--- src/rtl/io_bus_pkg.sv ---
// Shared widths and state encodings for the I/O bus initiator.
// Imported by the initiator top and its interrupt handshake.
package io_bus_pkg;

  localparam int DEF_ADDR_W = 12;
  localparam int DEF_DATA_W = 32;

  typedef enum logic [1:0] {
    B_IDLE = 2'd0,
    B_WR   = 2'd1,
    B_RD   = 2'd2,
    B_RSP  = 2'd3
  } bus_state_e;

  typedef enum logic [1:0] {
    I_IDLE = 2'd0,
    I_PEND = 2'd1,
    I_ACK  = 2'd2
  } intr_state_e;

  function automatic logic word_aligned(input logic [1:0] lsb);
    return lsb == 2'b00;
  endfunction

endpackage

--- src/rtl/io_bus_initiator_intr.sv ---
// Interrupt request/acknowledge handshake toward the I/O module.
// Flags a sampled request to the core and counts acknowledges.
module io_intr_handshake
  import io_bus_pkg::*;
(
  input  logic       clk,
  input  logic       rst_n,
  input  logic       intr_req,
  input  logic       int_take,
  output logic       intr_ack,
  output logic       int_pend,
  output logic [7:0] int_count
);

  intr_state_e state_q, state_d;
  logic [7:0]  count_q, count_d;

  always_ff @(posedge clk or negedge rst_n) begin
    if (!rst_n) begin
      state_q <= I_IDLE;
      count_q <= '0;
    end else begin
      state_q <= state_d;
      count_q <= count_d;
    end
  end

  always_comb begin
    state_d = state_q;
    count_d = count_q;
    unique case (state_q)
      I_IDLE: if (intr_req) state_d = I_PEND;
      I_PEND: begin
        if (int_take) begin
          state_d = I_ACK;
          count_d = count_q + 8'd1;
        end
      end
      // I/O drops the request the edge after it sees ack
      I_ACK:   if (!intr_req) state_d = I_IDLE;
      default: state_d = I_IDLE;
    endcase
  end

  always_comb begin
    int_pend = (state_q == I_PEND);
    intr_ack = (state_q == I_ACK);
  end

  assign int_count = count_q;

endmodule

--- src/rtl/io_bus_initiator.sv ---
// Core-side initiator for the big-endian 4096x8 I/O space.
// Turns single-word requests into io_wr / io_rd bus cycles.
module io_bus_initiator
  import io_bus_pkg::*;
#(
  parameter int ADDR_W  = DEF_ADDR_W,
  parameter int DATA_W  = DEF_DATA_W,
  parameter int RD_WAIT = 1
) (
  input  logic              sys_clk,
  input  logic              reset_n,
  input  logic              req_valid,
  output logic              req_ready,
  input  logic              req_wr,
  input  logic [ADDR_W-1:0] req_addr,
  input  logic [DATA_W-1:0] req_wdata,
  output logic              rsp_valid,
  output logic              rsp_err,
  output logic [DATA_W-1:0] rsp_rdata,
  output logic [ADDR_W-1:0] io_addr,
  output logic [DATA_W-1:0] io_wdata,
  output logic              io_wr,
  output logic              io_rd,
  input  logic [DATA_W-1:0] io_rdata,
  input  logic              intr_req,
  output logic              intr_ack,
  output logic              int_pend,
  input  logic              int_take,
  output logic [7:0]        int_count
);

  localparam logic [2:0] RD_LAST = 3'(RD_WAIT);

  bus_state_e        state_q, state_d;
  logic              err_q, err_d;
  logic [ADDR_W-1:0] addr_q, addr_d;
  logic [DATA_W-1:0] wdata_q, wdata_d;
  logic [DATA_W-1:0] rdata_q, rdata_d;
  logic [2:0]        cnt_q, cnt_d;

  always_ff @(posedge sys_clk or negedge reset_n) begin
    if (!reset_n) begin
      state_q <= B_IDLE;
      err_q   <= 1'b0;
      addr_q  <= '0;
      wdata_q <= '0;
      rdata_q <= '0;
      cnt_q   <= '0;
    end else begin
      state_q <= state_d;
      err_q   <= err_d;
      addr_q  <= addr_d;
      wdata_q <= wdata_d;
      rdata_q <= rdata_d;
      cnt_q   <= cnt_d;
    end
  end

  always_comb begin
    state_d = state_q;
    err_d   = err_q;
    addr_d  = addr_q;
    wdata_d = wdata_q;
    rdata_d = rdata_q;
    cnt_d   = cnt_q;
    unique case (state_q)
      B_IDLE: begin
        if (req_valid) begin
          addr_d  = req_addr;
          wdata_d = req_wdata;
          rdata_d = '0;
          cnt_d   = '0;
          err_d   = ~word_aligned(req_addr[1:0]);
          if (!word_aligned(req_addr[1:0])) state_d = B_RSP;
          else if (req_wr)                  state_d = B_WR;
          else                              state_d = B_RD;
        end
      end
      B_WR: state_d = B_RSP;
      B_RD: begin
        cnt_d = cnt_q + 3'd1;
        // io_rdata has settled by the last held cycle
        if (cnt_q == RD_LAST) begin
          rdata_d = io_rdata;
          state_d = B_RSP;
        end
      end
      B_RSP:   state_d = B_IDLE;
      default: state_d = B_IDLE;
    endcase
  end

  always_comb begin
    req_ready = reset_n & (state_q == B_IDLE);
    io_wr     = (state_q == B_WR);
    io_rd     = (state_q == B_RD);
    rsp_valid = (state_q == B_RSP);
    rsp_err   = rsp_valid & err_q;
    rsp_rdata = rsp_valid ? rdata_q : '0;
  end

  assign io_addr  = addr_q;
  assign io_wdata = wdata_q;

  io_intr_handshake u_intr (
    .clk       (sys_clk),
    .rst_n     (reset_n),
    .intr_req  (intr_req),
    .int_take  (int_take),
    .intr_ack  (intr_ack),
    .int_pend  (int_pend),
    .int_count (int_count)
  );

endmodule
--- config.mk ---
export PLATFORM = sky130hd
export DESIGN_NAME = io_bus_initiator
export DESIGN_NICKNAME = d
export VERILOG_FILES = /design/src/rtl/io_bus_pkg.sv /design/src/rtl/io_bus_initiator_intr.sv /design/src/rtl/io_bus_initiator.sv
export SDC_FILE = /design/constraint.sdc
export NUM_CORES = 1
export LEC_CHECK = 0
export BUFFER_PORTS_ARGS = -buffer_cell sky130_fd_sc_hd__buf_2
export CELL_PAD_IN_SITES_DETAIL_PLACEMENT = 0
export CELL_PAD_IN_SITES_GLOBAL_PLACEMENT = 1
export CORE_MARGIN = 10
export CORE_UTILIZATION = 39
export DETAILED_ROUTE_END_ITERATION = 16
export PLACE_DENSITY_LB_ADDON = 0.1
export RECOVER_POWER = 50
export SETUP_SLACK_MARGIN = 0.1
export SLEW_MARGIN = 20
export SYNTH_ARGS = -nofsm -noshare
export SYNTH_HDL_FRONTEND = slang
export SYNTH_SLANG_ARGS = --single-unit
--- constraint.sdc ---
create_clock -name sys_clk -period 3.4 [get_ports sys_clk]
set_input_delay 0.68 -clock sys_clk [delete_from_list [all_inputs] [get_ports sys_clk]]
set_output_delay 0.68 -clock sys_clk [all_outputs]
set_load 0.1 [all_outputs]
==> metrics.md <==
| Metric | Value |
|---|---|
| Largest family of logic cells by synthesized area | `multiplexers` |
| Die area | `0.0142 mm²` |
| R2R Path End | `rdata_q[25]$_DFFE_PN0P_` |
| Hold buffer count at CTS | `0` |
| Ports | `173` |
| CTS root buf | `clkbuf_8` |
| Synth Area in XOR/XNOR | `1.59%` |
| Post CTS Setup Buffer Count | `0` |
| Post-synth top cells | `92 x dfrtp_1, 47 x mux2_2, 34 x and2_1, 33 x a22o_1, 8 x ha_1` |
| Core box area | `0.00968 mm²` |
| Status | `finished with violations` |
| Final Slew Violations | `74` |
| Initial antenna violation count | `1` |
| Fin. Hold Viols | `0` |
| CP required | `2720 ps` |
| Place WS | `1160 ps` |
| Nets | `542` |
| Seq cells post-synth | `92` |
| RR Startpoint | `state_q[0]$_DFFE_PN0P_` |
| IO Port Bufs | `172` |
| Die height | `119 µm` |
| # H-tree levels | `3` |
| FF-to-FF path depth | `6` |
| Worst Tran Pin Value | `1810 ps` |
| Cell with the most instances after synthesis | `dfrtp_1` |
| Setup violations, final | `0` |
| Post-DRT Antenna Nets | `0` |
| Min cycle time layout | `2530 ps` |
| Die W | `119 µm` |
| Post-CTS sizing | `0` |
| Starting density of the core | `39.7%` |
| Main synth FF type | `dfrtp_1` |
| Tcrit/Tclk final | `74.3%` |
| Vias in the first global route | `3104` |
| Clk buf depth | `2` |
| CP max FO | `34` |
| Synth warn | `0` |
| Via count | `2759` |
| Syn nets | `370` |
| Seq/Total Area, Yosys | `59.8%` |
| Max cap viols | `1` |
| Layout area overhead | `29.3%` |
| Setup TNS | `0 ps` |
| Top cell type's share of synthesized area | `59.8%` |
| Syn_area_per_cell | `13.7 µm²` |
| Hold Path Class | `input port to async pin` |
| TritonCTS Buffers | `9` |
| DP Wirelength | `7240 µm` |
| Async SR Flop Fraction | `100%` |
| CTS tree | `yes` |
| Worst-Skew Late Latency | `350 ps` |
| Drt drc | `0` |
| Fillers | `903` |
| Reg clk slew, reported paths | `90 ps` |
| CP Data Arrival Time | `1850 ps` |
| Area after DPL | `0.00481 mm²` |
| Fmax | `396 MHz` |
| Final worst slack | `874 ps` |
| Design Area, Final | `0.00498 mm²` |
| Synth Area in Adders | `2.60%` |
| Final WL | `9850 µm` |
| Critical Path Source Type | `flip-flop` |
| Per-cell routed wire length | `16.7 µm` |
| Kind of critical path | `flip-flop to output port` |
| RSZ-0062 raised after global routing | `no` |
| Post-synth top area cell | `dfrtp_1` |
| DRT iter0 DRCs | `125` |
| Post-Synth Simple-Gate Area | `9.88%` |
| Via density | `4.67` |
| Compound-Gate Fraction of Synth Area | `8.94%` |
| Syn Inst Count | `280` |
| CP Capture Type | `output port` |
| Reg2Reg Setup Slack | `1380 ps` |
| Clock Skews | `11.5 ps` |
| GRT Overall Usage | `14.0%` |
| Post-synthesis mux area share | `14.3%` |
| Total grt overflow | `0` |
| Standard-cell rows | `36` |
| Synth cell types | `30` |
| Mapped cell area | `0.00385 mm²` |
| Layout cells sized above 1 | `46.0%` |
| Post-placement cell count | `574` |
| Routability Congestion | `0.737` |
| Number of synthesized flops with an enable pin | `0` |
| CTS Sinks | `92` |
| Violated checks | `max-capacitance violations, max-slew violations` |
| Count of non-filler cells in the finished layout | `591` |
| Slew Limit Headroom | `-20.4%` |
| First-pass GRT wire length | `16300 µm` |
| Pre-antenna DRT Iters | `4` |
| Largest net degree at the start of global routing | `74` |
| Synth area leaders | `dfrtp_1 60%, mux2_2 14%, a22o_1 7.5%, and2_1 5.5%, ha_1 2.6%` |
-- sequential cells by signal (all words and copies together), names as in the netlist --
name	flops
state_q	2
rdata_q	32
u_intr.int_count	8
io_wdata	32
err_q	1
u_intr.state_q	2
cnt_q	3
io_addr	12
-- metrics by stage --
stage	util [%]	hold slack, ps
after floorplan	-	384
after global placement	49.7	453
after detailed placement	49.7	457
after CTS	51.8	183
after global routing	51.4	187
final	51.4	190
-- layout make-up --
class	instances	area [µm²]	area share (%)
inverter	5	18.8	0.377
timing repair buffer	175	846	17.0
sequential	92	2300	46.3
antenna	1	2.50	0.0503
clock inverter	5	61.3	1.23
tap	133	166	3.34
clock buffer	11	141	2.84
multi-input combinational	169	1440	28.9
-- cell families after synthesis --
| logic type | Yosys count |
|---|---|
| compound gates | 41 |
| xor+xnor | 7 |
| fa+ha+maj | 8 |
| buf+inv | 19 |
| flops | 92 |
| mux | 49 |
| simple gates | 64 |
-- cell usage in the layout, fill, tap and decap left out, types with 4 or more instances in the layout --
cell      instances
and2_1           34
dfrtp_1          92
a22o_1           33
o21ai_0           4
clkbuf_1         31
buf_2           141
xor2_1            4
clkbuf_8         10
nor2_1            5
inv_1             5
mux2_2           47
nand2_1           7
nand2b_1          4
ha_1              8
-- worst max-delay path by stage --
stage,from,endpoint,slack [ps],cells past startpoint
floorplan,state_q[1]$_DFFE_PN0P_,rsp_rdata[10],430,3
CTS,state_q[1]$_DFFE_PN0P_,rsp_rdata[5],830,4
finish,state_q[1]$_DFFE_PN0P_,rsp_rdata[5],870,4
global route,state_q[1]$_DFFE_PN0P_,rsp_rdata[5],730,4
detailed placement,state_q[0]$_DFFE_PN0P_,io_wdata[22]$_DFFE_PN0P_,1160,4
global placement,reset_n,req_ready,1180,3
-- worst max-delay path, stage by stage, from the launching register on --
cell and delay [ps]:
dfrtp_1 420, ha_1 170, buf_4 270, and2_1 200, buf_2 440
-- routing by layer --
layer  GRT usage (%)  vias to the layer above  wire length (µm)
met4            4.30                        0               104
li1                -                     1324                 -
met1            17.0                     1318              4320
met2            21.8                      108              4440
met3            6.38                        9               985
met5               0                        -                 0
Power is left out: the tool's default activity adds up to more than one toggle a clock period on the data nets, which glitch-free logic cannot reach.
